File: src/rtl/t08_spi_pkg.sv
// t08_spi_pkg: shared widths and FSM state type for the SPI transmitter
package t08_spi_pkg;
    localparam int BYTE_W = 8;
    localparam int CNT_W = 4;
    typedef enum logic [2:0] {IDLE, CMD, PWAIT, PARAM, DONE} state_e;
endpackage

File: src/rtl/t08_spi_if.sv
// t08_spi_if: MMIO-side bus of the SPI transmitter
//   spi_data_i          write data ([7:0] byte, [11:8] param count on command writes)
//   spi_write_i         one-cycle write strobe
//   spi_read_i          reserved, no effect
//   spi_comm_enable_i   write is a command word
//   spi_param_enable_i  write is a parameter byte
//   spi_busy_o          transaction in progress
//   spi_overflow_o      sticky parameter-drop flag
interface t08_spi_if;
    logic [31:0] spi_data_i;
    logic        spi_write_i;
    logic        spi_read_i;
    logic        spi_comm_enable_i;
    logic        spi_param_enable_i;
    logic        spi_busy_o;
    logic        spi_overflow_o;
    modport master (
        output spi_data_i, spi_write_i, spi_read_i, spi_comm_enable_i, spi_param_enable_i,
        input  spi_busy_o, spi_overflow_o
    );
    modport slave (
        input  spi_data_i, spi_write_i, spi_read_i, spi_comm_enable_i, spi_param_enable_i,
        output spi_busy_o, spi_overflow_o
    );
endinterface

File: src/rtl/t08_spi_param_fifo.sv
// t08_spi_param_fifo: synchronous byte FIFO buffering SPI parameter bytes
//   push_i/din_i  write a byte (accepted when not full, or when full and popping)
//   pop_i/dout_o  dout_o shows the head; pop_i removes it (ignored when empty)
//   full_o, empty_o, count_o  occupancy status
module t08_spi_param_fifo
    import t08_spi_pkg::*;
#(
    parameter int DEPTH = 4
) (
    input  logic                     clk,
    input  logic                     rst,
    input  logic                     push_i,
    input  logic                     pop_i,
    input  logic [BYTE_W-1:0]        din_i,
    output logic [BYTE_W-1:0]        dout_o,
    output logic                     full_o,
    output logic                     empty_o,
    output logic [$clog2(DEPTH):0]   count_o
);
    localparam int AW = $clog2(DEPTH);
    logic [BYTE_W-1:0] mem_q [DEPTH];
    logic [AW-1:0]     wr_q, rd_q;
    logic [AW:0]       cnt_q;
    logic              do_push, do_pop;
    assign do_pop  = pop_i & ~empty_o;
    // a pop frees the slot in the same cycle, so a full FIFO still accepts
    assign do_push = push_i & (~full_o | do_pop);
    assign empty_o = cnt_q == '0;
    assign full_o  = cnt_q == (AW+1)'(DEPTH);
    assign count_o = cnt_q;
    assign dout_o  = mem_q[rd_q];
    always_ff @(posedge clk) begin
        if (rst) begin
            wr_q  <= '0;
            rd_q  <= '0;
            cnt_q <= '0;
        end else begin
            wr_q  <= do_push ? wr_q + 1'b1 : wr_q;
            rd_q  <= do_pop ? rd_q + 1'b1 : rd_q;
            cnt_q <= cnt_q + (AW+1)'(do_push) - (AW+1)'(do_pop);
        end
    end
    always_ff @(posedge clk) begin
        if (do_push) mem_q[wr_q] <= din_i;
    end
endmodule

File: src/rtl/t08_spi_tx.sv
// t08_spi_tx: serialises a command byte and its parameter bytes as SPI mode 0, MSB first
//   clk, rst        system clock, synchronous active-high reset
//   bus             MMIO-side t08_spi_if slave (writes in, busy/overflow out)
//   spi_sclk_o      serial clock, idle low
//   spi_mosi_o      serial data
//   spi_cs_n_o      chip select, low for the whole command+parameter frame
//   spi_dc_o        0 = command byte, 1 = parameter byte
module t08_spi_tx
    import t08_spi_pkg::*;
#(
    parameter int CLK_DIV    = 2,
    parameter int FIFO_DEPTH = 4
) (
    input  logic      clk,
    input  logic      rst,
    t08_spi_if.slave  bus,
    output logic      spi_sclk_o,
    output logic      spi_mosi_o,
    output logic      spi_cs_n_o,
    output logic      spi_dc_o
);
    localparam int DIV_W = $clog2(CLK_DIV) + 1;
    state_e             state_q;
    logic [CNT_W-1:0]   rem_q;
    logic [BYTE_W-1:0]  sh_q;
    logic [DIV_W-1:0]   div_q;
    logic [2:0]         bit_q;
    logic               busy_q, ovf_q, sclk_q, mosi_q, cs_n_q, dc_q;
    logic               cmd_wr, prm_wr, pop_d, tick, fin;
    logic [BYTE_W-1:0]  fifo_dout;
    logic               fifo_full, fifo_empty;
    logic [$clog2(FIFO_DEPTH):0] fifo_count;
    logic               unused_ok;

    assign cmd_wr = bus.spi_write_i & bus.spi_comm_enable_i;
    assign prm_wr = bus.spi_write_i & bus.spi_param_enable_i & ~bus.spi_comm_enable_i;
    assign pop_d  = (state_q == PWAIT) & ~fifo_empty;
    assign tick   = div_q == DIV_W'(CLK_DIV - 1);
    // the byte now finishing is the last one of the frame
    assign fin    = (state_q == CMD) ? (rem_q == '0) : (rem_q == CNT_W'(1));
    assign unused_ok = ^{bus.spi_read_i, bus.spi_data_i[31:12], fifo_count};

    t08_spi_param_fifo #(.DEPTH(FIFO_DEPTH)) u_fifo (
        .clk     (clk),
        .rst     (rst),
        .push_i  (prm_wr),
        .pop_i   (pop_d),
        .din_i   (bus.spi_data_i[BYTE_W-1:0]),
        .dout_o  (fifo_dout),
        .full_o  (fifo_full),
        .empty_o (fifo_empty),
        .count_o (fifo_count)
    );

    always_ff @(posedge clk) begin
        if (rst) begin
            state_q <= IDLE;
            rem_q   <= '0;
            sh_q    <= '0;
            div_q   <= '0;
            bit_q   <= '0;
            busy_q  <= 1'b0;
            ovf_q   <= 1'b0;
            sclk_q  <= 1'b0;
            mosi_q  <= 1'b0;
            cs_n_q  <= 1'b1;
            dc_q    <= 1'b0;
        end else begin
            if (prm_wr & fifo_full & ~pop_d) ovf_q <= 1'b1;
            case (state_q)
                IDLE: if (cmd_wr) begin
                    state_q <= CMD;
                    sh_q    <= bus.spi_data_i[7:0];
                    rem_q   <= bus.spi_data_i[11:8];
                    mosi_q  <= bus.spi_data_i[7];
                    cs_n_q  <= 1'b0;
                    busy_q  <= 1'b1;
                    dc_q    <= 1'b0;
                    div_q   <= '0;
                    bit_q   <= '0;
                    sclk_q  <= 1'b0;
                end
                CMD, PARAM: begin
                    div_q <= tick ? '0 : div_q + 1'b1;
                    if (tick) begin
                        sclk_q <= ~sclk_q;
                        if (sclk_q && bit_q == 3'd7) begin
                            rem_q   <= (state_q == PARAM) ? rem_q - 1'b1 : rem_q;
                            state_q <= fin ? DONE : PWAIT;
                            cs_n_q  <= fin;
                        end else if (sclk_q) begin
                            // falling transition: advance to the next bit
                            bit_q  <= bit_q + 1'b1;
                            sh_q   <= {sh_q[BYTE_W-2:0], 1'b0};
                            mosi_q <= sh_q[BYTE_W-2];
                        end
                    end
                end
                PWAIT: if (!fifo_empty) begin
                    state_q <= PARAM;
                    sh_q    <= fifo_dout;
                    mosi_q  <= fifo_dout[BYTE_W-1];
                    dc_q    <= 1'b1;
                    div_q   <= '0;
                    bit_q   <= '0;
                end
                DONE: begin
                    state_q <= IDLE;
                    busy_q  <= 1'b0;
                    dc_q    <= 1'b0;
                end
                default: state_q <= IDLE;
            endcase
        end
    end

    assign bus.spi_busy_o     = busy_q;
    assign bus.spi_overflow_o = ovf_q;
    assign spi_sclk_o = sclk_q;
    assign spi_mosi_o = mosi_q;
    assign spi_cs_n_o = cs_n_q;
    assign spi_dc_o   = dc_q;
endmodule

File: src/flat_wrapper.sv
// flat-port wrapper written by rule: the top's interface ports become plain ports
module t08_spi_tx_flat import t08_spi_pkg::*;
#(
    parameter int CLK_DIV    = 2,
    parameter int FIFO_DEPTH = 4
)
  (clk, rst, spi_sclk_o, spi_mosi_o, spi_cs_n_o, spi_dc_o, bus_spi_data_i, bus_spi_write_i, bus_spi_read_i, bus_spi_comm_enable_i, bus_spi_param_enable_i, bus_spi_busy_o, bus_spi_overflow_o);
  t08_spi_if bus_i ();
  input  logic clk;
  input  logic rst;
  output logic spi_sclk_o;
  output logic spi_mosi_o;
  output logic spi_cs_n_o;
  output logic spi_dc_o;
  input wire logic [$bits(bus_i.spi_data_i)-1:0] bus_spi_data_i;
  input wire logic [$bits(bus_i.spi_write_i)-1:0] bus_spi_write_i;
  input wire logic [$bits(bus_i.spi_read_i)-1:0] bus_spi_read_i;
  input wire logic [$bits(bus_i.spi_comm_enable_i)-1:0] bus_spi_comm_enable_i;
  input wire logic [$bits(bus_i.spi_param_enable_i)-1:0] bus_spi_param_enable_i;
  output wire logic [$bits(bus_i.spi_busy_o)-1:0] bus_spi_busy_o;
  output wire logic [$bits(bus_i.spi_overflow_o)-1:0] bus_spi_overflow_o;
  assign bus_i.spi_data_i = bus_spi_data_i;
  assign bus_i.spi_write_i = bus_spi_write_i;
  assign bus_i.spi_read_i = bus_spi_read_i;
  assign bus_i.spi_comm_enable_i = bus_spi_comm_enable_i;
  assign bus_i.spi_param_enable_i = bus_spi_param_enable_i;
  assign bus_spi_busy_o = bus_i.spi_busy_o;
  assign bus_spi_overflow_o = bus_i.spi_overflow_o;
  t08_spi_tx #(.CLK_DIV(CLK_DIV), .FIFO_DEPTH(FIFO_DEPTH)) u_core (.clk(clk), .rst(rst), .bus(bus_i), .spi_sclk_o(spi_sclk_o), .spi_mosi_o(spi_mosi_o), .spi_cs_n_o(spi_cs_n_o), .spi_dc_o(spi_dc_o));
endmodule
File: config.mk
export PLATFORM = sky130hd
export DESIGN_NAME = t08_spi_tx_flat
export DESIGN_NICKNAME = d
export VERILOG_FILES = /design/src/rtl/t08_spi_pkg.sv /design/src/rtl/t08_spi_if.sv /design/src/rtl/t08_spi_param_fifo.sv /design/src/rtl/t08_spi_tx.sv /design/src/flat_wrapper.sv
export SDC_FILE = /design/constraint.sdc
export NUM_CORES = 1
export LEC_CHECK = 0
export ABC_AREA = 1
export BUFFER_PORTS_ARGS = -buffer_cell sky130_fd_sc_hd__buf_2
export CAP_MARGIN = 25
export CORE_MARGIN = 2
export CORE_UTILIZATION = 50
export DETAILED_ROUTE_END_ITERATION = 10
export PLACE_DENSITY = 0.71
export SLEW_MARGIN = 20
export SYNTH_ARGS = -nofsm -noshare
export SYNTH_HDL_FRONTEND = slang
export SYNTH_SLANG_ARGS = --single-unit
export TNS_END_PERCENT = 10
File: constraint.sdc
create_clock -name clk -period 2.9 [get_ports clk]
set_input_delay 0.145 -clock clk [delete_from_list [all_inputs] [get_ports clk]]
set_output_delay 0.145 -clock clk [all_outputs]
set_load 0.05 [all_outputs]
==> flow_summary.ini <==
[yosys]
postSynthCellCount = 366
synthTopCellsByCount = nand2_1 (103), nor2_1 (45), nand3_1 (39)
async_reset_ff_frac = 0
postSynthAreaPerCell_sq_um = 8.41
yosys.cell_count.top_type = nand2_1
synth_warnings = 0
syn_area_sq_mm = 0.00308
ys_top_cells_by_area = edfxtp_1 (31%), dfxtp_1 (22%), nand2_1 (13%), nand3_1 (6.3%), nor2_1 (5.5%)
number_of_enable_type_register_cells_in_the_synthesized_netlist = 32
synth-seq-cells = 66
mappedNetlistNets = 415
yosysTopAreaCellShare = 0.312
synthFlopType = dfxtp_1
synth_seq_area_share = 0.533
synth_cell_types = 27
synth_top_cell_by_area = edfxtp_1

[setup_path]
worstPathRequired_ns = 3.17
data_arrival_at_the_endpoint_of_the_critical_path_ns = 2.71
cp-end-kind = flip-flop
crit_start = u_core.state_q[2]
critical_path_class = flip-flop to flip-flop
cp_cell_sequence = nor2_2, nand2_2, nand3_1, nand2_1, ha_1, inv_1, ha_1, inv_1, fa_1, xor2_1, o21ai_0, a21oi_1
worst_path_largest_cell_delay_ns = 0.50
path_max_fanout = 9
timing.critical_path.slowest_stage_cell = dfxtp_1
startpoint_of_the_most_critical_register_to_register_path = u_core.state_q[2]
startpoint_type = flip-flop

[clocking]
holdBufCountCts = 0
clkLatencyLatePin_ns = 0.34
cts_setup_buffers = 0
clk_transition_reported_paths_ns = 0.07
root_buffer = clkbuf_8
postCtsResizedCells = 0
tritoncts = done
cts_num_sinks = 66
htree_levels = 3
ctsLongestPathBuffers = 2
cts_buffers = 9

[min_path]
hold_path_class = input port to flip-flop
hold_path_startpoint = bus_spi_data_i[0]

[floorplan]
floorplan.initialDensity = 0.520
die_x_extent_um = 82.5
rows = 28
core_sq_mm = 0.00592
num_io_pins = 44
die_h_um = 82.5
floorplan.die_area_sq_mm = 0.00680

[timing]
totalNegativeSetupSlack_ns = 0
timing.final.crit_period_ns = 2.44
fin_worst_skew_ns = 0.00712
final_critical_path_setup_slack_ns = 0.457
max_freq_mhz = 409
setup_violations = 0
rsz0062_at_grt = no
finalMaxSlewViolations = 0
fin_worst_hold_slack_ns = 0.0389
max_slew_margin = 0.470
finalHoldViolCount = 0
final_min_period_over_clock_period = 0.842
worst_pin_slew_ns = 0.793

[power]
p_per_area_mw_per_mm2 = 962
static-leakage-power_nw = 1.52
p_total_mw = 3.34
max-vdd-ir-drop_mv = 0.561

[drt]
drtPass1Iterations = 4
post_drt_wl_per_cell_um = 12.7
detailedRoute.firstIterationViolations = 143
route.detailed.drc = 0
routed-via-count = 2385
final_antenna_net_count = 0
viasPerCell = 5.04
finalWirelength_um = 5990

[global_routing]
gr-usage-all-layers = 0.199
grt_start_max_net_pins = 22
grt_pass1_wl_um = 9880
first_global_vias = 2214
grt_overflow_total = 0
grt_antenna_before_repair = 0

[final_layout]
number_of_antenna_repair_diodes = 0
final_core_utilization = 0.586
postLayoutCellArea_sq_mm = 0.00347
design.final.nets = 442
area_delta_synth_final_pct = 12.6
final_cells = 473
layout-drive-gt1-share = 0.138

[job]
timing.max_cap.violations = 0

[placed_design]
placed_area_sq_mm = 0.00326
detailed_placement_hpwl_um = 4020
final_estimated_routing_congestion_in_global_placement = 0.846
placed_cells = 457
portBuffers = 22
dp_worst_setup_slack_ns = 0.472

[status]
status = finished clean
## kinds of logic after synthesis
family / Yosys count / synth area share
AOI/OAI and AO/OA: 33 / 0.0585
xor gates and xnor gates: 1 / 0.00285
adders and majority gates: 11 / 0.0472
buffers and inverters: 47 / 0.0614
DFF: 66 / 0.533
and+or+nand+nor: 208 / 0.297
## registers in the layout, summed over array words and instances, names as in the netlist, 2 cells and up, named ones only
| signal | count |
|---|---|
| u_core.rem_q | 4 |
| u_core.u_fifo.mem_q | 32 |
| u_core.bit_q | 3 |
| u_core.div_q | 2 |
| u_core.sh_q | 7 |
| u_core.u_fifo.count_o | 3 |
| u_core.u_fifo.rd_q | 2 |
| u_core.state_q | 3 |
| u_core.u_fifo.wr_q | 2 |
## where the power goes
group	internal, mW	switching [mW]	total, mW
combinational	0.411	0.854	1.26
sequential	1.14	0.106	1.25
clock	0.479	0.347	0.826
total	2.03	1.31	3.34
## worst paths after layout
path,end,slack [ns],depth (start not counted)
max,u_core.u_fifo.count_o[2],0.46,12
max reg2reg,u_core.u_fifo.count_o[2],0.46,12
min reg2reg,u_core.div_q[1],0.44,2
min,u_core.u_fifo.mem_q[2][0],0.04,1
## layout make-up
class,count,area (sq um)
well taps,75,93.8
flip-flops and latches,66,1640
clock inverters,6,81.3
multi-input cells,253,1250
clock buffers,10,128
fillers,545,2450
inverters,38,143
repair buffers,25,133
## layout by cell type, fill, tap and decap left out
cell type / instances
nand2_1: 103
nor2_1: 45
nand3_1: 39
inv_1: 35
dfxtp_1: 34
edfxtp_1: 32
buf_2: 22
a21oi_1: 15
o21ai_0: 12
ha_1: 10
clkbuf_8: 9
nand2_2: 5
nand4_1: 5
nor2_2: 3
nor3_1: 3
inv_2: 3
a22oi_1: 3
buf_4: 3
nor2_4: 2
clkinv_1: 2
bufinv_16: 2
o21a_1: 1
nor2_8: 1
o21ai_2: 1
a31oi_1: 1
nand3_4: 1
xor2_1: 1
or2_2: 1
fa_1: 1
clkbuf_1: 1
clkinv_2: 1
clkinv_4: 1
## layer usage
| layer | routed length [um] | up-vias | track usage |
|---|---|---|---|
| met1 | 2800 | 1083 | 0.249 |
| met3 | 244 | 13 | 0.0359 |
| met4 | 133 | 0 | 0.105 |
| met5 | 0 | - | 0 |
| li1 | - | 1244 | - |
| met2 | 2820 | 45 | 0.327 |
## critical path: cells and delay by family (launching register included)
kind            cells  cell delay (ns)
flops               1             0.50
compound gates      2             0.25
xor+xnor            1             0.18
buf+inv             2             0.11
fa+ha+maj           3             0.81
simple gates        4             0.52
Note: power is estimated with default switching activity, not from simulation.
